$ cat src/rtl/dsp_chain_pkg.sv
// Shared widths, FIFO depth and accumulator FSM state for the int_sop_2 chain
// accumulate-and-drain block.
package dsp_chain_pkg;

  localparam int CHAIN_W        = 37;
  localparam int ACC_W          = 48;
  localparam int OUT_FIFO_DEPTH = 2;

  typedef enum logic {
    IDLE  = 1'b0,
    ACCUM = 1'b1
  } acc_state_t;

  function automatic logic [ACC_W-1:0] sext_chain(input logic [CHAIN_W-1:0] v);
    return {{(ACC_W - CHAIN_W){v[CHAIN_W-1]}}, v};
  endfunction

endpackage

$ cat src/rtl/dsp_chain_acc_fifo2.sv
// Two-entry output FIFO holding completed {sum, count, overflow} records;
// head is registered storage, so it stays stable until popped.
module dsp_chain_acc_fifo2
  import dsp_chain_pkg::*;
#(
  parameter int W = 8
) (
  input  logic         clk,
  input  logic         reset,
  input  logic         push,
  input  logic [W-1:0] push_data,
  input  logic         pop,
  output logic [W-1:0] head,
  output logic         empty
);

  logic [W-1:0] mem [OUT_FIFO_DEPTH];
  logic         wr_ptr;
  logic         rd_ptr;
  logic [1:0]   count;
  logic         do_push;
  logic         do_pop;

  assign empty   = (count == 2'd0);
  assign do_pop  = pop && !empty;
  assign do_push = push && ((count != 2'(OUT_FIFO_DEPTH)) || do_pop);
  assign head    = mem[rd_ptr];

  always_ff @(posedge clk) begin
    if (reset) begin
      // NOTE: the two entries are reset so an empty FIFO presents an all-zero head.
      for (int i = 0; i < OUT_FIFO_DEPTH; i++) mem[i] <= '0;
      wr_ptr <= 1'b0;
      rd_ptr <= 1'b0;
      count  <= 2'd0;
    end else begin
      if (do_push) begin
        mem[wr_ptr] <= push_data;
        wr_ptr      <= ~wr_ptr;
      end
      if (do_pop) rd_ptr <= ~rd_ptr;
      case ({do_push, do_pop})
        2'b10:   count <= count + 2'd1;
        2'b01:   count <= count - 2'd1;
        default: count <= count;
      endcase
    end
  end

endmodule

$ cat src/rtl/dsp_chain_acc_drain.sv
// Accumulates int_sop_2 chain results into 48-bit sums delimited by issue_last,
// and queues completed sums with term count and overflow flag.
module dsp_chain_acc_drain
  import dsp_chain_pkg::*;
#(
  parameter int CHAIN_LATENCY = 4,
  parameter int CNT_W         = 16
) (
  input  logic               clk,
  input  logic               reset,
  input  logic               issue_valid,
  input  logic               issue_last,
  output logic               issue_ready,
  input  logic [CHAIN_W-1:0] chain_result,
  output logic               out_valid,
  input  logic               out_ready,
  output logic [ACC_W-1:0]   out_data,
  output logic [CNT_W-1:0]   out_count,
  output logic               out_overflow
);

  localparam int REC_W = ACC_W + CNT_W + 1;

  logic [CHAIN_LATENCY-1:0] tag_vld;
  logic [CHAIN_LATENCY-1:0] tag_lst;
  logic                     issue_fire;
  logic                     av;
  logic                     al;
  logic                     pop;
  logic                     push;
  logic                     empty;

  acc_state_t               state_q, state_d;
  logic [ACC_W-1:0]         acc_q, acc_d;
  logic [CNT_W-1:0]         cnt_q, cnt_d;
  logic                     ovf_q, ovf_d;
  logic [ACC_W-1:0]         term;
  logic [ACC_W-1:0]         sum;
  logic                     add_ovf;
  logic [1:0]               reserved_q;
  logic [REC_W-1:0]         head;

  assign issue_ready = (reserved_q < 2'(OUT_FIFO_DEPTH));
  assign issue_fire  = issue_valid & issue_ready;
  assign av          = tag_vld[CHAIN_LATENCY-1];
  assign al          = tag_lst[CHAIN_LATENCY-1];
  assign out_valid   = !empty;
  assign pop         = out_valid & out_ready;

  // Tags ride alongside the operands so they line up with chain_result.
  always_ff @(posedge clk) begin
    if (reset) begin
      tag_vld <= '0;
      tag_lst <= '0;
    end else begin
      // NOTE: non-blocking assignments let every stage sample the old value of its neighbour.
      tag_vld[0] <= issue_fire;
      tag_lst[0] <= issue_fire & issue_last;
      for (int i = 1; i < CHAIN_LATENCY; i++) begin
        tag_vld[i] <= tag_vld[i-1];
        tag_lst[i] <= tag_lst[i-1];
      end
    end
  end

  assign term    = sext_chain(chain_result);
  assign sum     = acc_q + term;
  assign add_ovf = (acc_q[ACC_W-1] == term[ACC_W-1]) && (sum[ACC_W-1] != acc_q[ACC_W-1]);

  always_comb begin
    // NOTE: every output of this block is defaulted first so no path infers a latch.
    state_d = state_q;
    acc_d   = acc_q;
    cnt_d   = cnt_q;
    ovf_d   = ovf_q;
    push    = 1'b0;
    if (av) begin
      if (state_q == IDLE) begin
        acc_d = term;
        cnt_d = CNT_W'(1);
        ovf_d = 1'b0;
      end else begin
        acc_d = sum;
        cnt_d = (&cnt_q) ? cnt_q : cnt_q + CNT_W'(1);
        ovf_d = ovf_q | add_ovf;
      end
      push    = al;
      state_d = al ? IDLE : ACCUM;
    end
  end

  always_ff @(posedge clk) begin
    if (reset) begin
      state_q <= IDLE;
      acc_q   <= '0;
      cnt_q   <= '0;
      ovf_q   <= 1'b0;
    end else begin
      state_q <= state_d;
      acc_q   <= acc_d;
      cnt_q   <= cnt_d;
      ovf_q   <= ovf_d;
    end
  end

  // Occupancy plus lasts still in the chain; gating issue on it keeps the FIFO from overfilling.
  always_ff @(posedge clk) begin
    if (reset) begin
      reserved_q <= 2'd0;
    end else begin
      case ({issue_fire & issue_last, pop})
        2'b10:   reserved_q <= reserved_q + 2'd1;
        2'b01:   reserved_q <= reserved_q - 2'd1;
        default: reserved_q <= reserved_q;
      endcase
    end
  end

  dsp_chain_acc_fifo2 #(
    .W(REC_W)
  ) u_out_fifo (
    .clk       (clk),
    .reset     (reset),
    .push      (push),
    .push_data ({acc_d, cnt_d, ovf_d}),
    .pop       (pop),
    .head      (head),
    .empty     (empty)
  );

  assign {out_data, out_count, out_overflow} = head;

endmodule

$ cat config.mk
export PLATFORM = sky130hd
export DESIGN_NAME = dsp_chain_acc_drain
export DESIGN_NICKNAME = d
export VERILOG_FILES = /design/src/rtl/dsp_chain_pkg.sv /design/src/rtl/dsp_chain_acc_fifo2.sv /design/src/rtl/dsp_chain_acc_drain.sv
export SDC_FILE = /design/constraint.sdc
export NUM_CORES = 1
export LEC_CHECK = 0
export ABC_AREA = 1
export BUFFER_PORTS_ARGS = -buffer_cell sky130_fd_sc_hd__buf_4
export CAP_MARGIN = 0
export CORE_UTILIZATION = 55
export DETAILED_ROUTE_END_ITERATION = 6
export GPL_TIMING_DRIVEN = 0
export PLACE_DENSITY = 0.81
export SLEW_MARGIN = 15
export SYNTH_ARGS = -nofsm -noshare
export SYNTH_HDL_FRONTEND = slang
export SYNTH_HIERARCHICAL = 1
export SYNTH_SLANG_ARGS = --single-unit
$ cat constraint.sdc
create_clock -name clk -period 6.6 [get_ports clk]
set_clock_uncertainty 0.15 [all_clocks]
set_input_delay 0.33 -clock clk [delete_from_list [all_inputs] [get_ports clk]]
set_output_delay 0.33 -clock clk [all_outputs]
set_load 0.05 [all_outputs]
## Yosys cells after proc, flatten, opt, wreduce, memory -nomap -nowiden

Memories as Yosys holds them, arrays and structs flattened. A register that Yosys moved wholly into a read port is not among the register bits.
Index checks and enable logic that the tools add are counted.

| cells by class | value |
|---|---|
| add/subtract/negate cells | 6 |
| multiply operators | 0 |
| divide/modulo/power cells | 0 |
| magnitude comparators | 1 |
| eq/ne operators | 7 |
| shift-type cells | 0 |
| muxes and demuxes | 21 |
| bitwise logic cells | 6 |
| reduce and logical (&&, ||, !) cells | 10 |

Operators with widths:

| operator | count |
|---|---|
| two-way mux 48 bit | 2 |
| two-way mux 65 bit | 1 |
| OR reduction 65 bit | 1 |
| adder 48 bit | 1 |
| two-way mux 16 bit | 3 |
| adder 16 x 1 -> 16 bit (second input constant) | 1 |
| AND reduction 16 bit | 1 |
| two-way mux 1 bit | 13 |
| case mux 2 bit (2 select lines) | 2 |
| adder 2 x 1 -> 2 bit (second input constant) | 2 |
| equality test 2 x 1 -> 1 bit (second input constant) | 2 |
| equality test 2 bit (second input constant) | 2 |
| nonzero test 2 bit | 2 |
| subtractor 2 x 1 -> 2 bit (second input constant) | 2 |
| bitwise AND 1 bit | 3 |
| logical AND 1 bit | 3 |
| zero test 2 bit | 1 |
| < comparator 2 bit (second input constant) | 1 |
| != test 2 bit (second input constant) | 1 |
| NOT 1 bit | 2 |
| equality test 1 bit | 1 |
| zero test 1 bit | 1 |
| logical OR 1 bit | 1 |
| != test 1 bit | 1 |
| OR 1 bit | 1 |

| word-level totals | value |
|---|---|
| flip-flop bits (word level) | 80 |
| bits in latches | 0 |
| bits in writable memories | 130 |
| memory bits (read-only) | 0 |
| bits of input ports | 42 |
| output and inout port bits | 67 |
| word-level logic and storage cells | 62 |
| memories | 1 |

Memory list:

| name | words | width | read ports | clocked after memory_dff | write ports | RTL line | source |
|---|---|---|---|---|---|---|---|
| u_out_fifo.mem | 2 | 65 | 1 | 1 | 2 | dsp_chain_acc_fifo2.sv:17 | `logic [W-1:0] mem [OUT_FIFO_DEPTH];` |

## Logic depth before layout (Yosys ltp)

Gate-level depths: netlist of run 1.

| logic depth | value |
|---|---|
| word-level depth | 11 |
| mapped depth | 18 |

## Modules after synthesis

The synthesis of run 1 kept the hierarchy.

By module, submodules not included:

| module | instances | cells each | area each (sq um) |
|---|---|---|---|
| dsp_chain_acc_drain | 1 | 1284 | 7364.6 |
| dsp_chain_acc_fifo2 | 1 | 452 | 5826.8 |

## Least setup slack after synthesis of run 1

Ideal clock, no wire load.

| timing | value |
|---|---|
| kind | register to register |
| from | register u_out_fifo.count[1] |
| to | memory u_out_fifo/mem[0][0] (netlist name) (enable) |
| library setup time | 425 ps |
| arrival | 2859 ps |
| slack | 3167 ps |
| cell stages (with the launch flop) | 13 |
| buffers on the path | 2 |
| period minus slack after synthesis | 3433 ps |
| cells stage by stage | dfxtp_1 inv_1 nand2_1 inv_1 nor2_1 inv_1 nand3_2 nand2_1 nor2_1 nand2_1 buf_6 buf_6 nand2_1 |

RTL lines:

| item | RTL line | source |
|---|---|---|
| start: declaration | dsp_chain_acc_fifo2.sv:20 | `logic [1:0] count;` |
| start signal: assignment | dsp_chain_acc_fifo2.sv:43 | `2'b10: count <= count + 2'd1;` |
| start signal: assignment | dsp_chain_acc_fifo2.sv:44 | `2'b01: count <= count - 2'd1;` |
| start signal: assignment | dsp_chain_acc_fifo2.sv:45 | `default: count <= count;` |
| end: declaration | dsp_chain_acc_fifo2.sv:17 |  |

==> key figures, run 1 <==
Routing
  • Routed vias: 11,600
  • Initial drt markers: 766
  • Post-DR vias/cell: 5.27
  • ANT nets after route: 0
  • WL final: 36,600 um
  • DRC violations left: 4
  • First-pass detailed-route iteration total: 7
  • DR WL/cell: 16.6 um

Placement
  • RePlAce Congestion: 0.996
  • DP HPWL: 28,400 um
  • Area after DPL: 14,500 um2
  • Port-buffer cells: 108
  • DP Worst Slack: 3.48 ns

Yosys
  • Dominant cells by area after synthesis: edfxtp_1 (30%), dfxtp_1 (12%), nand2_1 (12%)
  • Cells after synthesis: 1,736
  • Combinational family with the most area after synthesis: simple AND/OR/NAND/NOR gates
  • Synth cell count leaders: nand2_1 (427), inv_1 (303), nor2_1 (198), edfxtp_1 (130), a21oi_1 (126)
  • Post-Syn Nets: 1,828
  • YS warnings: 6
  • Synth top area share: 29.6%
  • Synth unique cells: 46
  • Post-synth EDFFs: 130
  • Most frequent cell after synthesis: nand2_1
  • FF+latch count, synth: 211
  • Multiplexer share of the synthesized area: 5.55%
  • Most used flip-flop cell after synthesis: edfxtp_1
  • Cell Area, Synth: 13,200 um2
  • Fraction of registers with async set/reset: 0%
  • Xor-xnor portion of the synthesized cell area: 0.730%
  • Compound-Gate Fraction of Synth Area: 10.1%
  • Avg Inst Size Synth: 7.60 um2
  • Adder-cell area share of the yosys netlist: 4.80%
  • Post-Synth Simple-Gate Area: 26.2%
  • Sequential-to-total area share from yosys stat: 41.9%
  • Yosys top cell by area: edfxtp_1

Global routing
  • Largest net degree at the start of global routing: 36
  • Antenna violations before repair: 0
  • GRT overflow: 0
  • Number of global-route vias before repair: 11,100
  • First-pass GRT wire length: 56,900 um
  • Overall Global Routing Usage: 29.9%

Floorplanning
  • Total core area: 23,500 um2
  • Die Height: 157 um
  • Ports: 109
  • Core Rows: 56
  • Initial Util: 56.2%
  • Die area: 24,600 um2
  • Die outline width: 157 um

Run
  • MaxCap Viol Count: 0

Clock network
  • H-tree depth: 1
  • Buffer depth of the longest clock path: 3
  • Post-CTS setup buffer count: 0
  • CTS Buf Count: 23
  • Clk sinks: 211
  • Clock slew at reported path FFs: 0.06 ns
  • Clock Latency Late Sink: 0.54 ns
  • Root Driver: clkbuf_16
  • CTS tree: built

STA
  • Final Hold Viols: 0
  • Worst rel slew slack: 56.5%
  • Slew at the pin closest to its max-slew limit: 0.652 ns
  • Fmax: 317 MHz
  • Setup TNS: 0 ns
  • Final setup vio count: 0
  • Period utilization: 47.8%
  • RSZ-0062 raised after global routing: false
  • Worst setup margin: 3.45 ns
  • Tmin final: 3.15 ns
  • Final slew viol count: 0

Finish
  • Share of cells above drive strength 1: 16.9%
  • Area grow syn2layout: 15.4%
  • Util after Layout: 64.9%
  • Final Cell Area: 15,200 um2
  • Number of nets in the layout: 1,966
  • N_diodes: 0

Pwr
  • Leak Pwr: 7.04 nW
  • VDD IR max: 0.174 mV
  • Power density over cell area: 197 nW/um2
  • Total power: 3.00 mW

Setup path
  • Crit Path Max Fanout: 34
  • Cell mode on critical path: nand2_1
  • Required @ worst endpoint: 6.65 ns
  • Critical Path Start Type: flop
  • CP endpoint kind: flop
  • Worst path cell trace: inv_2 > nand2_1 > inv_1 > nor2_1 > inv_1 > nand3_2 > nand2_1 > nor2_1 > nand2_1 > buf_6 > buf_6 > nand2_4 > buf_12
  • Setup CP Type: flop to flop
  • Crit path DAT: 3.21 ns
  • Max incr delay on CP: 0.41 ns
  • Slowest CP cell: dfxtp_1

Status
  • Violated checks: design-rule violations
  • Status: finished, violations left

Min path
  • Hold Path Class: input port to flop
-- cells in the final DEF (no fill, tap or decap), types with 9 or more instances in the layout --
master     count
a21oi_1      126
a22o_1        34
buf_2         22
buf_4        109
clkbuf_1      21
clkbuf_16     23
dfxtp_1       81
edfxtp_1     130
ha_1          49
inv_1        303
inv_2          9
mux2_2        65
nand2_1      425
nand2_2       10
nand3_1       76
nand4_1       12
nor2_1       198
nor2_2        38
nor3_1        19
o21ai_0       41
-- per-stage QoR --
step | cells | hold slack [ns]
final | 2210 | 0.0321
after global routing | 2210 | 0.0647
after CTS | 2210 | 0.0213
after detailed placement | 2165 | 0.245
after global placement | 2163 | 0.244
after floorplan | 1736 | 0.238
-- sequential cells by signal, indices dropped and copies added (netlist names), named ones only --
signal,count
u_out_fifo/mem,130
acc_q,48
cnt_q,16
tag_lst,4
tag_vld,4
reserved_q,2
u_out_fifo/count,2
ovf_q,1
state_q,1
u_out_fifo/rd_ptr,1
u_out_fifo/wr_ptr,1
-- cell type report --
| type | count | area [um2] |
|---|---|---|
| multi-input cells | 1165 | 6270 |
| well taps | 319 | 399 |
| clock buffers | 31 | 636 |
| inverters | 315 | 1180 |
| repair buffers | 113 | 881 |
| fillers | 2040 | 8250 |
| clock inverters | 11 | 104 |
| plain buffers | 45 | 230 |
| flip-flops and latches | 211 | 5530 |
-- critical path: cells and delay by family, from the launching register on --
family                 cells  cell delay, ns
flip-flops                 1            0.41
buffers and inverters      6            0.98
AND/OR/NAND/NOR            7            1.24
-- final timing paths --
path                                                             to  slack (ns)                             start  cells past startpoint
worst min-delay path                            acc_q[0]$_SDFF_PP0_        0.03                   chain_result[0]                      5
worst max register to register  u_out_fifo/mem[0][39]$_SDFFCE_PN0P_        3.45  u_out_fifo/count[0]$_SDFFE_PP0P_                     13
worst max-delay path            u_out_fifo/mem[0][39]$_SDFFCE_PN0P_        3.45  u_out_fifo/count[0]$_SDFFE_PP0P_                     13
worst min register to register                tag_vld[1]$_SDFF_PP0_        0.26             tag_vld[0]$_SDFF_PP0_                      2
-- routing by layer --
layer	wire length, um	global-route usage [%]
met3	2100	3.07
met2	17900	53.0
met1	15700	38.5
met4	935	8.45
met5	0	0
-- where the power goes --
part           internal [mW]  total, mW  switching (mW)
combinational         0.0947      0.300           0.205
sequential              1.43       1.44          0.0106
clock                  0.724       1.26           0.539
-- logic make-up (layout without fill, tap and decap cells) --
group           after synthesis  after routing
simple gates                809            809
buf+inv                     360            515
compound gates              230            230
flops                       211            211
fa+ha+maj                    50             50
xor+xnor                     11             11
mux                          65             65
-- what timing repair did --
item	CTS	global route
setup endpoints to repair	0	0
endpoints found under the hold margin	4	0
resized for setup	0	0
hold buffers	3	0
Note: power is estimated with default switching activity, not from simulation.
==> run 2: changes to the inputs <==
--- a/config.mk
+++ b/config.mk
@@ -5,13 +5,13 @@
 export SDC_FILE = /design/constraint.sdc
 export NUM_CORES = 1
 export LEC_CHECK = 0
-export ABC_AREA = 1
+export ABC_AREA = 0
 export BUFFER_PORTS_ARGS = -buffer_cell sky130_fd_sc_hd__buf_4
 export CAP_MARGIN = 0
 export CORE_UTILIZATION = 55
 export DETAILED_ROUTE_END_ITERATION = 6
 export GPL_TIMING_DRIVEN = 0
-export PLACE_DENSITY = 0.81
+export PLACE_DENSITY = 0.82
 export SLEW_MARGIN = 15
 export SYNTH_ARGS = -nofsm -noshare
 export SYNTH_HDL_FRONTEND = slang
==> constraint.sdc (replaced) <==
create_clock -name clk -period 3 [get_ports clk]
set_clock_uncertainty 0.15 [all_clocks]
set_input_delay 0.15 -clock clk [delete_from_list [all_inputs] [get_ports clk]]
set_output_delay 0.15 -clock clk [all_outputs]
set_load 0.05 [all_outputs]
==> run 2 against run 1 <==
  * Power up 120%
  * Critical path depth up 2
  * Cell area increased by 0.16%
  * Worst hold slack lost 0.082 ns
  * Clock power up 110%
  * The flow finishes with violations (negative hold slack, negative setup slack)
  * Sequential cell count is the same
  * Core utilization is 5.2 points higher
  * Die area fell by 7.8%
  * Wire length fell by 5.1%
  * Synthesized area is 7.9% lower
  * Largest power group unchanged
  * Worst setup slack worse by 3.7 ns
==> key figures, run 2 <==
Yosys
  • Cells after synthesis: 1,213
  • Synth cell count leaders: and2_1 (137), edfxtp_1 (130), nor2_1 (113), a21oi_1 (89), dfxtp_1 (81)
  • Most used flip-flop cell after synthesis: edfxtp_1
  • Dominant cells by area after synthesis: edfxtp_1 (32%), dfxtp_1 (13%), and2_1 (7.1%)
  • Adder-cell area share of the yosys netlist: 5.21%
  • Combinational family with the most area after synthesis: simple AND/OR/NAND/NOR gates
  • Post-Syn Nets: 1,305
  • YS warnings: 6
  • Xor-xnor portion of the synthesized cell area: 3.53%
  • Synth unique cells: 73
  • Multiplexer share of the synthesized area: 8.50%
  • Compound-Gate Fraction of Synth Area: 14.3%
  • Synth top area share: 32.1%
  • Yosys top cell by area: edfxtp_1
  • Cell Area, Synth: 12,200 um2
  • Post-Synth Simple-Gate Area: 19.7%
  • Most frequent cell after synthesis: and2_1
  • Fraction of registers with async set/reset: 0%
  • Post-synth EDFFs: 130
  • Avg Inst Size Synth: 10.0 um2
  • FF+latch count, synth: 211
  • Sequential-to-total area share from yosys stat: 45.5%

Clock network
  • Buffer depth of the longest clock path: 3
  • Clock slew at reported path FFs: 0.06 ns
  • H-tree depth: 1
  • CTS Buf Count: 23
  • CTS tree: built
  • Clock Latency Late Sink: 0.51 ns
  • Root Driver: clkbuf_16
  • Clk sinks: 211

STA
  • WHS: -0.0495 ns
  • Period utilization: 108%
  • RSZ-0062 raised after global routing: true
  • Worst rel slew slack: 43.3%
  • Final slew viol count: 0
  • Fmax: 309 MHz
  • Tmin final: 3.24 ns
  • Worst setup margin: -0.237 ns
  • Final setup vio count: 45
  • Final Hold Viols: 1
  • Slew at the pin closest to its max-slew limit: 0.851 ns

Routing
  • DRC violations left: 0
  • DR WL/cell: 20.5 um
  • Post-DR vias/cell: 6.02
  • WL final: 34,800 um
  • First-pass detailed-route iteration total: 5
  • Initial drt markers: 926
  • ANT nets after route: 0
  • Routed vias: 10,200

Pwr
  • Total power: 6.74 mW
  • VDD IR max: 0.331 mV
  • Leak Pwr: 6.15 nW
  • Power density over cell area: 442 nW/um2

Setup path
  • Worst path cell trace: ha_4 > inv_2 > fa_2 > nand2b_4 > a21oi_4 > o211ai_1 > a21oi_2 > buf_4 > buf_4 > o21a_1 > o21a_1 > or3_4 > a31oi_4 > a21oi_2 > and2_1
  • Max incr delay on CP: 0.35 ns
  • CP endpoint kind: flop
  • Crit path DAT: 3.34 ns
  • Required @ worst endpoint: 3.10 ns
  • Worst Path Buf+Inv: 3
  • Delay-heaviest family, CP: compound AO/OA/AOI/OAI gates
  • Critical Path Start Type: flop
  • Setup CP Type: flop to flop
  • Slowest CP cell: dfxtp_4
  • Crit Path Max Fanout: 3

Global routing
  • GRT overflow: 0
  • Overall Global Routing Usage: 30.1%
  • Largest net degree at the start of global routing: 26
  • Number of global-route vias before repair: 9,857
  • First-pass GRT wire length: 52,500 um
  • Antenna violations before repair: 0

Floorplanning
  • Die area: 22,700 um2
  • Initial Util: 55.9%
  • Die outline width: 151 um
  • Die Height: 151 um
  • Ports: 109
  • Core Rows: 54
  • Total core area: 21,800 um2

Finish
  • Top Registers: u_out_fifo/mem (130), acc_q (48), cnt_q (16)
  • Area grow syn2layout: 25.5%
  • Number of nets in the layout: 1,490
  • Commonest non-fill, non-tap cell in the layout: buf_4
  • Final Cell Area: 15,200 um2
  • Max reg flops: 130
  • Commonest cells after routing, fill and taps aside: buf_4 (148), and2_1 (134), edfxtp_1 (130)
  • Largest reg by FF count: u_out_fifo/mem
  • Share of cells above drive strength 1: 28.7%
  • N_diodes: 0

Status
  • Violated checks: negative hold slack, negative setup slack
  • Status: finished, violations left

Placement
  • RePlAce Congestion: 0.966
  • DP HPWL: 23,800 um
  • Port-buffer cells: 108
  • Area after DPL: 13,400 um2
  • DP Worst Slack: -0.930 ns

Min path
  • Hold Path Class: input port to flop

Run
  • MaxCap Viol Count: 0
## run 2: final timing paths
path              slack [ns]                  start  cells past startpoint                             endpoint
hold / removal         -0.05       chain_result[31]                      4                 acc_q[31]$_SDFF_PP0_
setup / recovery       -0.24    acc_q[0]$_SDFF_PP0_                     15  u_out_fifo/mem[0][37]$_SDFFCE_PN0P_
hold reg to reg         0.30  tag_lst[1]$_SDFF_PP0_                      1                tag_lst[2]$_SDFF_PP0_
setup reg to reg       -0.24    acc_q[0]$_SDFF_PP0_                     15  u_out_fifo/mem[0][37]$_SDFFCE_PN0P_
## run 2: cell families after synthesis
logic type,after synthesis
compound gates,268
xor+xnor,49
fa+ha+maj,50
buf+inv,89
flops,211
mux,95
simple gates,451
## run 2: metrics by stage
stage / setup TNS, ns / std cells / util [%]
2_1_floorplan: 0 / 1213 / -
3_5_place_dp: -124.53 / 1603 / 61.5
5_1_grt: -10.51 / 1693 / 70.1
3_3_place_gp: -173.23 / 1601 / 61.3
4_1_cts: -1.34 / 1685 / 68.7
6_report: -4.76 / 1693 / 70.1
## run 2: layer usage
| layer | track usage (%) | wire, um | vias to the layer above |
|---|---|---|---|
| li1 | - | - | 4741 |
| met1 | 40.5 | 14200 | 4920 |
| met2 | 50.0 | 16700 | 452 |
| met3 | 3.91 | 2760 | 82 |
| met4 | 10.0 | 1060 | 0 |
| met5 | 0 | 0 | - |
## run 2: worst min-delay path, delay by kind of cell
| family | cells | cell delay (ns) |
|---|---|---|
| AOI/OAI and AO/OA | 2 | 0.19 |
| and+or+nand+nor | 1 | 0.14 |
| buffers and inverters | 1 | 0.08 |
## run 2: final cells by class
class                      instances  area [um2]
timing repair buffer             165        1320
tap                              280         350
clock inverter                     7        66.3
clock buffer                      33         633
fill                            1607        6510
sequential                       211        5540
inverter                          24        90.1
multi-input combinational        916        6960
buffer                            57         297
## run 2: power breakdown
part	internal (mW)	total (mW)	switching, mW
Sequential	3.15	3.18	0.0304
Combinational	0.320	0.859	0.539
Clock	1.55	2.70	1.15
## run 2: repair_timing
action                     CTS  global route
hold endpoints to repair    18             1
pin swaps                   53            37
setup endpoints to repair  280           188
cloned                       3             0
hold buffers                14             1
buffers inserted            32            12
resized for setup          112            68
==> run 3: changes to the inputs <==
==> constraint.sdc (replaced) <==
create_clock -name clk -period 4.1 [get_ports clk]
set_clock_uncertainty 0.15 [all_clocks]
set_input_delay 0.205 -clock clk [delete_from_list [all_inputs] [get_ports clk]]
set_output_delay 0.205 -clock clk [all_outputs]
set_load 0.05 [all_outputs]
==> run 3 against run 2 <==
  * The flow now finishes without violations
  * First-iteration DRC count shrank 7.1%
  * Core utilization shrank 4.7 points
  * Sequential power shrank 27%
  * Highest routed layer unchanged
  * Global-route usage shrank 1.7 points
  * Die area is the same
==> key figures, run 3 (synthesized netlist as in run 2, its figures left out) <==
STA
  • Tmin final: 3.85 ns
  • Final Hold Viols: 0
  • Final slew viol count: 0
  • Fmax: 260 MHz
  • Final setup vio count: 0
  • Worst rel slew slack: 42.9%
  • RSZ-0062 raised after global routing: false
  • Period utilization: 93.8%
  • Slew at the pin closest to its max-slew limit: 0.843 ns

Clock network
  • Buffer depth of the longest clock path: 3
  • Clock slew at reported path FFs: 0.06 ns
  • H-tree depth: 1
  • CTS tree: built
  • Root Driver: clkbuf_16
  • Clk sinks: 211
  • CTS Buf Count: 22
  • Clock Latency Late Sink: 0.50 ns

Pwr
  • Leak Pwr: 5.84 nW
  • Net switching power: 1.19 mW
  • Reg power frac: 48.3%
  • Sw Ratio: 24.6%
  • Power density over cell area: 339 nW/um2
  • VDD IR max: 0.301 mV
  • Internal Pwr Total: 3.63 mW
  • Gate power share: 11.4%
  • Clock power share: 40.3%

Floorplanning
  • Total core area: 21,800 um2
  • Die area: 22,700 um2
  • Die outline width: 151 um
  • Initial Util: 55.9%
  • Die Height: 151 um
  • Core Rows: 54
  • Ports: 109

Finish
  • Number of nets in the layout: 1,453
  • N_diodes: 0
  • Share of cells above drive strength 1: 18.4%
  • Max reg flops: 130
  • Final Cell Area: 14,200 um2
  • Commonest non-fill, non-tap cell in the layout: and2_1
  • Area grow syn2layout: 17.1%
  • Largest reg by FF count: u_out_fifo/mem
  • Commonest cells after routing, fill and taps aside: and2_1 (137), edfxtp_1 (130), nor2_1 (113), buf_4 (113), a21oi_1 (89)
  • Fill count: 1,706
  • Util after Layout: 65.4%
  • Top Registers: u_out_fifo/mem (130), acc_q (48), cnt_q (16)

Routing
  • DRC violations left: 0
  • DR WL/cell: 19.3 um
  • ANT nets after route: 0
  • First-pass detailed-route iteration total: 5
  • Post-DR vias/cell: 5.95
  • Initial drt markers: 860
  • WL final: 32,000 um
  • Routed vias: 9,855

Setup path
  • Crit path DAT: 4.05 ns
  • Required @ worst endpoint: 4.31 ns
  • CP endpoint kind: flop
  • Setup CP Type: flop to flop
  • Crit Path Max Fanout: 5
  • Critical Path Start Type: flop

Global routing
  • Overall Global Routing Usage: 28.4%
  • GRT overflow: 0
  • Antenna violations before repair: 0
  • Number of global-route vias before repair: 9,373
  • First-pass GRT wire length: 49,500 um
  • Largest net degree at the start of global routing: 35

Run
  • MaxCap Viol Count: 0

Placement
  • DP HPWL: 23,800 um
  • Area after DPL: 13,400 um2
  • RePlAce Congestion: 0.949
  • Port-buffer cells: 108

Status
  • Status: completed

Min path
  • Hold Path Class: input port to flop
[run 3: cell count changes in the layout (fill, tap and decap cells not counted), sizes merged]
| cell | delta |
|---|---|
| buf | -36 |
| clkinv | +4 |
| or2 | -3 |
| clkinvlp | +1 |
| dlygate4sd3 | -4 |
| clkbuf | +2 |
[run 3: worst max-delay path, stage by stage, from the launching register on]
cell and delay [ns]:
dfxtp_1 0.33, ha_1 0.35, a21o_1 0.20, a21oi_1 0.20, a21oi_1 0.15, o311ai_1 0.72, a21oi_1 0.33, o2111ai_1 0.34
nor2b_1 0.21, xor2_1 0.10, a211oi_1 0.43, and2_1 0.19
[run 3: final timing paths]
kind                                            start                             endpoint  slack (ns)  depth (start not counted)
worst max-delay path              acc_q[3]$_SDFF_PP0_  u_out_fifo/mem[1][62]$_SDFFCE_PN0P_        0.25                         11
worst min-delay path                 chain_result[31]                 acc_q[31]$_SDFF_PP0_        0.04                          4
worst max register to register    acc_q[3]$_SDFF_PP0_  u_out_fifo/mem[1][62]$_SDFFCE_PN0P_        0.25                         11
worst min register to register  tag_vld[1]$_SDFF_PP0_                tag_vld[2]$_SDFF_PP0_        0.31                          1
[run 3: power groups by stage]
stage,registers [mW],clock network [mW],logic [mW]
floorplan,2.37,0,0.358
global placement,2.37,0,0.519
global route,2.33,2.05,0.591
finish,2.33,1.94,0.551
detailed placement,2.37,0,0.534
CTS,2.33,1.96,0.545
[run 3: layout make-up]
| class | count | area (um2) | area share, % |
|---|---|---|---|
| clock buffers | 28 | 614 | 4.31 |
| inverters | 24 | 90.1 | 0.633 |
| clock inverters | 12 | 98.8 | 0.694 |
| well taps | 280 | 350 | 2.46 |
| plain buffers | 65 | 309 | 2.17 |
| flip-flops and latches | 211 | 5530 | 38.8 |
| repair buffers | 124 | 1000 | 7.05 |
| multi-input cells | 913 | 6250 | 43.9 |
[run 3: layer usage]
layer	vias to the layer above	global-route usage, %	share of wire, %
li1	4666	-	-
met1	4763	38.7	43
met2	377	46.5	47
met3	49	3.85	7.5
met4	0	9.75	2.6
met5	-	0	0
[run 3: what timing repair did]
| action | 4_1_cts | 5_1_grt |
|---|---|---|
| hold buffers | 11 | 0 |
| gates resized for setup | 0 | 3 |
| endpoints found under the setup margin | 0 | 44 |
| hold endpoints to repair | 15 | 0 |
| setup buffers | 0 | 2 |
[run 3: metrics by stage]
step                power [mW]  instances  TNS [ns]  hold WS (ns)  setup slack (ns)
global route              4.97       1657         0        0.0667             0.102
CTS                       4.83       1655         0        0.0144            0.0477
finish                    4.82       1657         0        0.0420             0.254
floorplan                 2.73       1213         0         0.127             0.367
detailed placement        2.91       1604         0         0.276            0.0371
global placement          2.89       1601   -182.07         0.268             -1.43
